===== src/rtl/fetch_pc_unit_if.sv =====
// Fetch-stage bus: control inputs from ID/CP0, the instruction-memory port,
// and the IF/ID pipeline-register payload.
interface fetch_pc_unit_if;
    logic        EN;
    logic        IntExcReq;
    logic        eret_req;
    logic [31:0] epc_in;
    logic        redirect_valid;
    logic [31:0] redirect_target;
    logic        branch_in_id;
    logic [31:0] imem_addr;
    logic [31:0] imem_rdata;
    logic [31:0] InstrOut;
    logic [31:0] curPCOut;
    logic [4:0]  ExcCodeOut;
    logic        BDOut;

    // Fetch unit side
    modport master (
        input  EN, IntExcReq, eret_req, epc_in,
        input  redirect_valid, redirect_target, branch_in_id,
        input  imem_rdata,
        output imem_addr, InstrOut, curPCOut, ExcCodeOut, BDOut
    );

    // Pipeline / memory side
    modport slave (
        output EN, IntExcReq, eret_req, epc_in,
        output redirect_valid, redirect_target, branch_in_id,
        output imem_rdata,
        input  imem_addr, InstrOut, curPCOut, ExcCodeOut, BDOut
    );
endinterface


===== src/rtl/fetch_pc_unit.sv =====
// Instruction-fetch stage: holds the PC, addresses instruction memory and
// hands instruction, PC, fetch exception code and delay-slot flag to IF/ID.
// Next-PC priority: reset > exception entry > ERET > stall > redirect > +4.
module fetch_pc_unit #(
    parameter logic [31:0] RESET_PC   = 32'h0000_3000,
    parameter logic [31:0] HANDLER_PC = 32'h0000_4180,
    parameter logic [31:0] IMEM_LO    = 32'h0000_3000,
    parameter logic [31:0] IMEM_HI    = 32'h0000_6FFC
) (
    input  logic           clk,
    input  logic           reset,
    fetch_pc_unit_if.master bus
);

    localparam logic [4:0] EXC_NONE = 5'd0;
    localparam logic [4:0] EXC_ADEL = 5'd4;

    logic [31:0] pc_reg;
    logic [31:0] pc_next;
    logic [31:0] pc_plus4;
    logic        fault;

    // Sequential fetch wraps modulo 2^32; the carry is intentionally dropped.
    assign pc_plus4 = pc_reg + 32'd4;

    // Misaligned or out-of-window fetch raises AdEL; the PC keeps advancing
    // and the exception is taken later when CP0 asserts IntExcReq.
    always_comb begin
        fault = 1'b0;
        if (pc_reg[1:0] != 2'b00)
            fault = 1'b1;
        else if (pc_reg < IMEM_LO || pc_reg > IMEM_HI)
            fault = 1'b1;
    end

    // Next-PC selection; exception entry and ERET override a stall, and
    // both discard any concurrent redirect.
    always_comb begin
        pc_next = pc_plus4;
        if (bus.IntExcReq)
            pc_next = HANDLER_PC;
        else if (bus.eret_req)
            pc_next = bus.epc_in;
        else if (!bus.EN)
            pc_next = pc_reg;
        else if (bus.redirect_valid)
            pc_next = bus.redirect_target;
    end

    // PC register; reset discards anything pending.
    always_ff @(posedge clk) begin
        if (reset)
            pc_reg <= RESET_PC;
        else
            pc_reg <= pc_next;
    end

    // IF/ID payload; a faulting fetch forwards a NOP so nothing executes.
    always_comb begin
        bus.imem_addr  = pc_reg;
        bus.curPCOut   = pc_reg;
        bus.InstrOut   = fault ? 32'd0 : bus.imem_rdata;
        bus.ExcCodeOut = fault ? EXC_ADEL : EXC_NONE;
        bus.BDOut      = bus.branch_in_id;
    end

endmodule


===== src/flat_wrapper.sv =====
// flat-port wrapper written by rule: the top's interface ports become plain ports
module fetch_pc_unit_flat 
#(
    parameter logic [31:0] RESET_PC   = 32'h0000_3000,
    parameter logic [31:0] HANDLER_PC = 32'h0000_4180,
    parameter logic [31:0] IMEM_LO    = 32'h0000_3000,
    parameter logic [31:0] IMEM_HI    = 32'h0000_6FFC
)
  (clk, reset, bus_EN, bus_IntExcReq, bus_eret_req, bus_epc_in, bus_redirect_valid, bus_redirect_target, bus_branch_in_id, bus_imem_rdata, bus_imem_addr, bus_InstrOut, bus_curPCOut, bus_ExcCodeOut, bus_BDOut);
  fetch_pc_unit_if bus_i ();
  input  logic clk;
  input  logic reset;
  input wire logic [$bits(bus_i.EN)-1:0] bus_EN;
  input wire logic [$bits(bus_i.IntExcReq)-1:0] bus_IntExcReq;
  input wire logic [$bits(bus_i.eret_req)-1:0] bus_eret_req;
  input wire logic [$bits(bus_i.epc_in)-1:0] bus_epc_in;
  input wire logic [$bits(bus_i.redirect_valid)-1:0] bus_redirect_valid;
  input wire logic [$bits(bus_i.redirect_target)-1:0] bus_redirect_target;
  input wire logic [$bits(bus_i.branch_in_id)-1:0] bus_branch_in_id;
  input wire logic [$bits(bus_i.imem_rdata)-1:0] bus_imem_rdata;
  output wire logic [$bits(bus_i.imem_addr)-1:0] bus_imem_addr;
  output wire logic [$bits(bus_i.InstrOut)-1:0] bus_InstrOut;
  output wire logic [$bits(bus_i.curPCOut)-1:0] bus_curPCOut;
  output wire logic [$bits(bus_i.ExcCodeOut)-1:0] bus_ExcCodeOut;
  output wire logic [$bits(bus_i.BDOut)-1:0] bus_BDOut;
  assign bus_i.EN = bus_EN;
  assign bus_i.IntExcReq = bus_IntExcReq;
  assign bus_i.eret_req = bus_eret_req;
  assign bus_i.epc_in = bus_epc_in;
  assign bus_i.redirect_valid = bus_redirect_valid;
  assign bus_i.redirect_target = bus_redirect_target;
  assign bus_i.branch_in_id = bus_branch_in_id;
  assign bus_i.imem_rdata = bus_imem_rdata;
  assign bus_imem_addr = bus_i.imem_addr;
  assign bus_InstrOut = bus_i.InstrOut;
  assign bus_curPCOut = bus_i.curPCOut;
  assign bus_ExcCodeOut = bus_i.ExcCodeOut;
  assign bus_BDOut = bus_i.BDOut;
  fetch_pc_unit #(.RESET_PC(RESET_PC), .HANDLER_PC(HANDLER_PC), .IMEM_LO(IMEM_LO), .IMEM_HI(IMEM_HI)) u_core (.clk(clk), .reset(reset), .bus(bus_i));
endmodule

===== config.mk =====
export PLATFORM = sky130hd
export DESIGN_NAME = fetch_pc_unit_flat
export DESIGN_NICKNAME = d
export VERILOG_FILES = /design/src/rtl/fetch_pc_unit_if.sv /design/src/rtl/fetch_pc_unit.sv /design/src/flat_wrapper.sv
export SDC_FILE = /design/constraint.sdc
export NUM_CORES = 1
export LEC_CHECK = 0
export BUFFER_PORTS_ARGS = -buffer_cell sky130_fd_sc_hd__buf_2
export CAP_MARGIN = 20
export CORE_UTILIZATION = 47
export CTS_BUF_LIST = sky130_fd_sc_hd__clkbuf_8
export DETAILED_ROUTE_END_ITERATION = 10
export MAX_ROUTING_LAYER = met4
export PLACE_DENSITY = 0.89
export RECOVER_POWER = 50
export SYNTH_ARGS = -nofsm -noshare
export SYNTH_HDL_FRONTEND = slang
export SYNTH_SLANG_ARGS = --single-unit

===== constraint.sdc =====
create_clock -name clk -period 3.35 [get_ports clk]
set_input_delay 0.67 -clock clk [delete_from_list [all_inputs] [get_ports clk]]
set_output_delay 0.67 -clock clk [all_outputs]
set_load 0.03 [all_outputs]

==> out/qor.yml, run 1 <==
endpoint_kind: "output port"
core_area_um2: 6350
yosysMostFrequentCell: "buf_4"
final.fill_count: 657
status: "finished, final reports clean"
detail-route-antenna-nets: 0
max_slew_margin: 0.00979
hold_viol_final: 0
grt_start_max_net_pins: 37
maxCapViolCount: 0
finalNonFillerCells: 663
cp.arrival_ns: 2.11
setup_viol: 0
post-route-period-util: 0.831
via_count: 4005
clockBufferDepth: 2
antenna_found_initial: 1
ctsHoldBuffers: 0
reg2reg_from: "u_core.bus.curPCOut[4]$_SDFFE_PP0P_"
dieWidth_um: 83.0
start_util: 0.485
p_per_area_nw_per_um2: 314
avgSynthCellArea_um2: 6.99
final_layout_size_suffix_gt1_frac: 0.282
ys_types: 59
cts_sinks: 32
min_path_cells: 2
routedWlPerCell_um: 17.4
gp_congestion: 0.969
critPathKind: "reg -> out"
rows: 29
clkPwrFrac: 0.276
worstRegToRegCells: 4
dieArea_um2: 6880
syn2layout_area_growth_pct: 24.8
cts_setup_buffers: 0
top_layer: "met4"
wl_um: 11600
synth_area_leaders: "dfxtp_1 (21%), buf_4 (9.5%), and2_1 (6.7%)"
cpPeakStageDelay_ns: 0.48
drt-initial-drc-count: 450
dr_wl_met2_um: 5490
irDropWorstVdd_mv: 0.185
cts_tree: "done"
netSwitchingPower_mw: 0.477
num_io_pins: 205
yosysTopAreaCell: "dfxtp_1"
syn_inst: 441
worstSetupStartpoint: "u_core.bus.curPCOut[22]$_SDFFE_PP0P_"
crit_fanout: 33
fmax_ghz: 0.359
crit_required_ns: 2.68
path_cells: "nor4_1, nand3_1, nor3_2, buf_4, and2_1, buf_2"
min_period_ns: 2.78
synth-seq-cells: 32
cp_slowest_cell: "nor4_1"
tightest_slew_ns: 1.49
vias_per_cell: 6.04
cts-htree-levels: 2
root_buffer: "clkbuf_8"
clk_latency_ns: 0.29
dpl.hpwl_um: 8820
grt_overflow_total: 0
dr.pass1.iters: 7
wl_met1_um: 4390
synth_common_cells: "buf_4 (39), nand3_1 (35), and2_1 (33), nand2_1 (33), dfxtp_1 (32)"
clk_pin_slew_ns: 0.07
worst-r2r-setup-slack_ns: 0.93
pwr-share-seq: 0.367
yosysSeqAreaShare: 0.208
synth_top_area_frac: 0.208
synth-edff-count: 0
combPwrFrac: 0.357
grt_pass1_wl_um: 18200
hold_path_class: "reg -> reg"
gr-usage-all-layers: 0.339
die_h_um: 83.0
cp-start-kind: "register"
dp_cells: 655
rsz0062_at_grt: "no"
maxSlewViolCount: 0
syn_area_um2: 3080
cts_resized: 0
synthArstFlopShare: 0
power_leakage_nw: 1.61
largest_register_ffs: 30
cts_buffers: 5
yosysWarningCount: 0
drc: 0
fin_nets: 689
swShare: 0.396
wl_met3_um: 1190
synth_flop_cell: "dfxtp_1"
tns_ns: 0
p_int_mw: 0.729
first_global_vias: 3551
io_buffers: 198
finalClockSkew_ns: 0.00615
-- power by group through the flow --
stage | sequential, mW | clock [mW] | combinational (mW)
final | 0.443 | 0.333 | 0.431
after global routing | 0.445 | 0.347 | 0.462
after CTS | 0.439 | 0.330 | 0.439
after detailed placement | 0.448 | 0 | 0.438
after global placement | 0.446 | 0 | 0.431
after floorplan | 0.473 | 0 | 0.283
-- kinds of logic (layout without fill, tap and decap cells) --
| kind of cell | Yosys count | after routing | share of synthesized area |
|---|---|---|---|
| muxes | 2 | 2 | 0.00650 |
| adders and majority gates | 1 | 1 | 0.00406 |
| DFF | 32 | 32 | 0.208 |
| and+or+nand+nor | 215 | 215 | 0.389 |
| buffers and inverters | 85 | 226 | 0.154 |
| other | 1 | 5 | 0.00122 |
| AOI/OAI and AO/OA | 104 | 104 | 0.235 |
| xor gates and xnor gates | 1 | 1 | 0.00284 |
-- stage by stage --
step / utilization / hold WS (ns) / area (um^2) / total power, mW / worst slack, ns
after detailed placement: 0.602 / 0.530 / 3820 / 0.886 / 0.792
after global routing: 0.606 / 0.596 / 3840 / 1.25 / 0.471
final: 0.606 / 0.560 / 3840 / 1.21 / 0.567
after floorplan: - / 0.624 / 3090 / 0.756 / 0.759
after global placement: 0.602 / 0.534 / 3820 / 0.878 / 0.841
after CTS: 0.617 / 0.547 / 3920 / 1.21 / 0.615
-- worst max-delay path: cells and delay by family, from the launching register on --
kind,cells,cell delay [ns]
buf+inv,2,0.44
flops,1,0.40
simple gates,4,0.98
-- per-layer routing --
metal	vias up	global-route usage
li1	1891	-
met1	1775	0.395
met2	292	0.544
met3	47	0.0676
met4	0	0.191
met5	-	-
-- final timing paths --
kind / endpoint
setup / recovery: bus_InstrOut[19]
hold / removal: register
setup reg to reg: u_core.bus.curPCOut[23]$_SDFFE_PP0P_
hold reg to reg: register
-- layout by cell type, fill, tap and decap left out, types with 6 or more instances in the layout --
cell	n
nor4_1	18
nand3_1	35
and2_1	33
nor3_1	18
nand2_1	33
o21ai_0	19
a31oi_1	6
inv_1	11
clkbuf_8	7
nand4_1	14
nor2_1	19
buf_4	9
or4_1	6
o211ai_1	10
clkbuf_1	61
dfxtp_1	32
buf_2	137
a21oi_1	16
nand2b_1	10
a211oi_1	6
nor2b_1	8
-- layout make-up --
type	instances	area (um^2)	share of cell area
clock buffers	7	96.3	0.0251
multi-input cells	327	1980	0.515
inverters	12	45.0	0.0117
repair buffers	207	982	0.255
diodes	1	2.50	0.000651
well taps	77	96.3	0.0251
flip-flops and latches	32	641	0.167
Power figures use the tool's default switching activity.
==> run 2, diff against run 1 <==
ABC_AREA = 1   (was not set)
CORE_UTILIZATION = 43   (was 47)
PLACE_DENSITY = 0.83   (was 0.89)
clock period = 2.9 ns   (was 3.35 ns; I/O delays follow)
==> run 2 against run 1 <==
Worst setup slack lost 0.14 ns. Register-to-register slack gained 0.19 ns. Combinational power grew 8.4%. Global-route usage shrank 3.5 points. Hold slack lost 0.0031 ns. Synthesized area shrank 3.1%. Wire length shrank 5.4%. Count of clock-buffer cells in the layout is the same. Clock power grew 17%. Clock skew grew 0.0031 ns. Critical endpoint is now bus_InstrOut[31]. Highest routed layer unchanged.
==> out/qor.yml, run 2 <==
drt-initial-drc-count: 213
yosysTopAreaCell: "dfxtp_1"
min_period_ns: 2.47
avgSynthCellArea_um2: 5.91
ctsHoldBuffers: 0
cts_resized: 0
cts_setup_buffers: 0
layout_common_cells: "buf_2 (134), nand2_1 (120), nor2_1 (75)"
synth_top_area_frac: 0.215
drc: 0
syn_area_um2: 2990
irDropWorstVdd_mv: 0.200
cp.arrival_ns: 1.89
via_count: 3839
antenna_found_initial: 1
maxSlewViolCount: 0
finalNonFillerCells: 743
die_h_um: 85.3
grt_pass1_wl_um: 16800
crit_required_ns: 2.32
final_common_cell: "buf_2"
largest_register_ffs: 30
max_slew_margin: 0.313
place_area_um2: 3770
power_leakage_nw: 1.91
yosysMostFrequentCell: "nand2_1"
power.total_mw: 1.37
fmax_ghz: 0.405
dpl.hpwl_um: 8550
fin_nets: 766
cp-start-kind: "register"
gp_congestion: 0.938
routedWlPerCell_um: 14.7
num_io_pins: 205
cts-htree-levels: 2
yosysSeqAreaShare: 0.215
hold_path_class: "in -> reg"
dieArea_um2: 7280
synth_flop_cell: "dfxtp_1"
crit_fanout: 33
detail-route-antenna-nets: 0
start_util: 0.442
tightest_slew_ns: 1.03
rows: 30
tns_ns: 0
syn_inst: 505
grt_start_max_net_pins: 34
synth-seq-cells: 32
ys_types: 30
clockBufferDepth: 2
endpoint_kind: "output port"
synth_common_cells: "nand2_1 (120), nor2_1 (76), inv_1 (65)"
setup_viol: 0
finalClockSkew_ns: 0.00927
finalInstanceArea_um2: 3790
core_area_um2: 6760
worst-r2r-setup-slack_ns: 1.12
critPathKind: "reg -> out"
dr.pass1.iters: 5
synth-edff-count: 0
hold_viol_final: 0
clk_pin_slew_ns: 0.08
cts_tree: "done"
root_buffer: "clkbuf_8"
dp_cells: 735
first_global_vias: 3515
maxCapViolCount: 0
syn2layout_area_growth_pct: 26.9
synth_area_leaders: "dfxtp_1 (21%), nand2_1 (15%), buf_4 (9.6%)"
cts_sinks: 32
dieWidth_um: 85.3
final.fill_count: 747
clk_latency_ns: 0.28
status: "finished, final reports clean"
io_buffers: 198
gr-usage-all-layers: 0.304
p_per_area_nw_per_um2: 361
wl_um: 10900
synthArstFlopShare: 0
vias_per_cell: 5.17
cts_buffers: 5
yosysWarningCount: 0
grt_overflow_total: 0
final_layout_size_suffix_gt1_frac: 0.243
post-route-period-util: 0.852
rsz0062_at_grt: "no"
run 2: logic make-up (layout without fill, tap and decap cells):
kind of cell / after synthesis / in the layout / synth area share
DFF: 32 / 32 / 0.215
adders and majority gates: 1 / 1 / 0.00419
AOI/OAI and AO/OA: 93 / 93 / 0.191
other: 1 / 5 / 0.00126
xor gates and xnor gates: 10 / 10 / 0.0293
and+or+nand+nor: 245 / 245 / 0.352
buffers and inverters: 123 / 277 / 0.207
run 2: power by group:
part	total, mW	internal (mW)	switching, mW	leakage (nW)
combinational	0.467	0.147	0.320	1.59
sequential	0.508	0.464	0.0446	0.263
clock	0.391	0.212	0.180	0.0503
run 2: final timing paths:
check / from / to / depth (start not counted)
setup / recovery: u_core.bus.curPCOut[19]$_SDFFE_PP0P_ / bus_InstrOut[31] / 7
hold / removal: bus_redirect_target[4] / u_core.bus.curPCOut[4]$_SDFFE_PP0P_ / 3
setup reg to reg: u_core.bus.curPCOut[2]$_SDFFE_PP0P_ / u_core.bus.curPCOut[22]$_SDFFE_PP0P_ / 9
hold reg to reg: register / register / 2
run 2: area by class of cell:
class	count	area (um^2)	share of cell area
clock buffers	7	96.3	0.0254
multi-input cells	353	1740	0.460
flip-flops and latches	32	641	0.169
diodes	1	2.50	0.000661
repair buffers	205	963	0.254
well taps	80	100	0.0264
inverters	65	244	0.0644
run 2: metrics by stage:
| stage | setup slack, ns | utilization | hold slack (ns) |
|---|---|---|---|
| after global routing | 0.290 | 0.561 | 0.583 |
| after global placement | 0.729 | 0.558 | 0.566 |
| after CTS | 0.441 | 0.572 | 0.553 |
| after floorplan | 0.683 | - | 0.679 |
| after detailed placement | 0.634 | 0.558 | 0.577 |
| final | 0.430 | 0.561 | 0.557 |
run 2: per-layer routing:
| layer | wire, um | track usage |
|---|---|---|
| met5 | 0 | - |
| met4 | 394 | 0.124 |
| met1 | 4350 | 0.341 |
| met3 | 768 | 0.0457 |
| met2 | 5430 | 0.538 |
run 2: critical path, stage by stage (launching register included):
cell and delay (ns):
dfxtp_1 0.40, nor3_1 0.21, nand2_1 0.06, a21oi_1 0.22, nand4_1 0.11, buf_4 0.25, nor2_1 0.13, buf_2 0.21
==> run 3, diff against run 2 <==
CORE_ASPECT_RATIO = 0.75   (was not set)
==> run 3 against run 2 <==
The flow now finishes with violations (DRC). Register-to-register slack improved by 0.12 ns. Non-clock buffer count unchanged. Die area hardly changed. Hold slack got worse by 0.0054 ns. Cell count grew 0.13%. Clock skew down 0.0049 ns. Critical path depth shrank 2. Sequential cell count did not move. Count of clock-buffer cells in the layout unchanged. Sequential share of layout area shrank 0.13 points. Global-route usage decreased by 4.5 points. Wire length shrank 10%. Highest routed layer unchanged.
==> out/qor.yml, run 3 (synthesized netlist as in run 2, its figures left out) <==
drc: 10
regToRegEndpoint: "u_core.bus.curPCOut[20]$_SDFFE_PP0P_"
vias_per_cell: 5.13
dieWidth_um: 98.2
core_area_um2: 6510
die_h_um: 74.2
grt_pass1_wl_um: 14600
worst-r2r-setup-slack_ns: 1.24
min_period_ns: 2.50
start_util: 0.459
wl_um: 9800
irDropWorstVdd_mv: 0.261
cts_sinks: 32
detail-route-antenna-nets: 0
clockBufferDepth: 2
min_delay_worst_endpoint: "u_core.bus.curPCOut[4]$_SDFFE_PP0P_"
root_buffer: "clkbuf_8"
ctsHoldBuffers: 0
dr.pass1.iters: 11
syn2layout_area_growth_pct: 27.8
rsz0062_at_grt: "no"
fin_hold_ws_ns: 0.552
violations: "DRC"
hold_viol_final: 0
cts_buffers: 5
antenna_cells: 0
maxCapViolCount: 0
grt_start_max_net_pins: 34
cp-start-kind: "register"
final_common_cell: "buf_2"
cp.arrival_ns: 1.92
io_buffers: 198
post-route-period-util: 0.863
power.total_mw: 1.45
final.fill_count: 685
antenna_found_initial: 0
critPathKind: "reg -> out"
gr-usage-all-layers: 0.258
crit_required_ns: 2.32
dpl.hpwl_um: 7680
finalInstanceArea_um2: 3820
endpoint_kind: "output port"
crit_fanout: 33
min_path_cells: 3
first_global_vias: 3073
clk_latency_ns: 0.29
status: "finished, violations left"
power_leakage_nw: 1.92
dieArea_um2: 7280
routedWlPerCell_um: 13.2
largest_register_ffs: 30
p_per_area_nw_per_um2: 380
place_area_um2: 3770
maxSlewViolCount: 0
setup_viol: 0
layout_common_cells: "buf_2 (134), nand2_1 (120), nor2_1 (75)"
cts_tree: "done"
rows: 25
tns_ns: 0
tightest_slew_ns: 0.909
fmax_ghz: 0.399
reg2reg_from: "u_core.bus.curPCOut[3]$_SDFFE_PP0P_"
worstRegToRegCells: 9
hold_path_class: "in -> reg"
via_count: 3820
gp_congestion: 0.931
drt-initial-drc-count: 205
clk_pin_slew_ns: 0.07
hp-start: "bus_redirect_target[4]"
finalClockSkew_ns: 0.00439
num_io_pins: 205
cts_resized: 0
max_slew_margin: 0.393
final_layout_size_suffix_gt1_frac: 0.244
cts-htree-levels: 2
fin_nets: 766
grt_overflow_total: 0
cts_setup_buffers: 0
run 3: changes by cell type in the layout (fill, tap and decap cells not counted), sizes merged:
cell	previous run	this run
bufinv	0	1
diode	1	0
run 3: worst max path at each step:
| stage | startpoint | to | slack [ns] | depth (start not counted) |
|---|---|---|---|---|
| 6_report | u_core.bus.curPCOut[30]$_SDFFE_PP0P_ | bus_InstrOut[9] | 0.40 | 5 |
| 5_1_grt | u_core.bus.curPCOut[30]$_SDFFE_PP0P_ | bus_InstrOut[17] | 0.26 | 5 |
| 3_5_place_dp | bus_eret_req | u_core.bus.curPCOut[24]$_SDFFE_PP0P_ | 0.60 | 6 |
| 2_1_floorplan | u_core.bus.curPCOut[12]$_SDFFE_PP1P_ | bus_InstrOut[22] | 0.68 | 5 |
| 3_3_place_gp | bus_eret_req | u_core.bus.curPCOut[24]$_SDFFE_PP0P_ | 0.67 | 6 |
| 4_1_cts | u_core.bus.curPCOut[30]$_SDFFE_PP0P_ | bus_InstrOut[9] | 0.44 | 5 |
run 3: metrics by stage:
stage	instances	setup slack, ns	util
3_5_place_dp	736	0.598	0.579
6_report	744	0.396	0.587
4_1_cts	744	0.444	0.599
5_1_grt	744	0.265	0.587
3_3_place_gp	736	0.674	0.579
2_1_floorplan	508	0.683	-
run 3: layout make-up:
type / instances / area (um^2) / share of cell area
Clock buffer: 7 / 96.3 / 0.0252
Timing Repair Buffer: 205 / 963 / 0.252
Inverter: 65 / 244 / 0.0639
Sequential cell: 32 / 641 / 0.168
Tap cell: 81 / 101 / 0.0266
Multi-Input combinational cell: 353 / 1740 / 0.456
Clock inverter: 1 / 30.0 / 0.00787
run 3: report_power, final:
| group | total, mW | switching [mW] | internal, mW |
|---|---|---|---|
| clock network | 0.481 | 0.178 | 0.303 |
| logic | 0.462 | 0.316 | 0.146 |
| registers | 0.508 | 0.0445 | 0.464 |
run 3: worst max-delay path, stage by stage (launching register included):
cell,delay [ns]
dfxtp_1,0.38
nor4_1,0.48
nand4_1,0.15
buf_4,0.26
nor2_1,0.14
buf_2,0.22
run 3: layer usage:
| metal | global-route usage | vias up | part of all wire |
|---|---|---|---|
| li1 | - | 1908 | - |
| met1 | 0.338 | 1709 | 0.46 |
| met2 | 0.431 | 190 | 0.46 |
| met3 | 0.0395 | 13 | 0.077 |
| met4 | 0.0464 | 0 | 0.0080 |
| met5 | - | - | 0 |
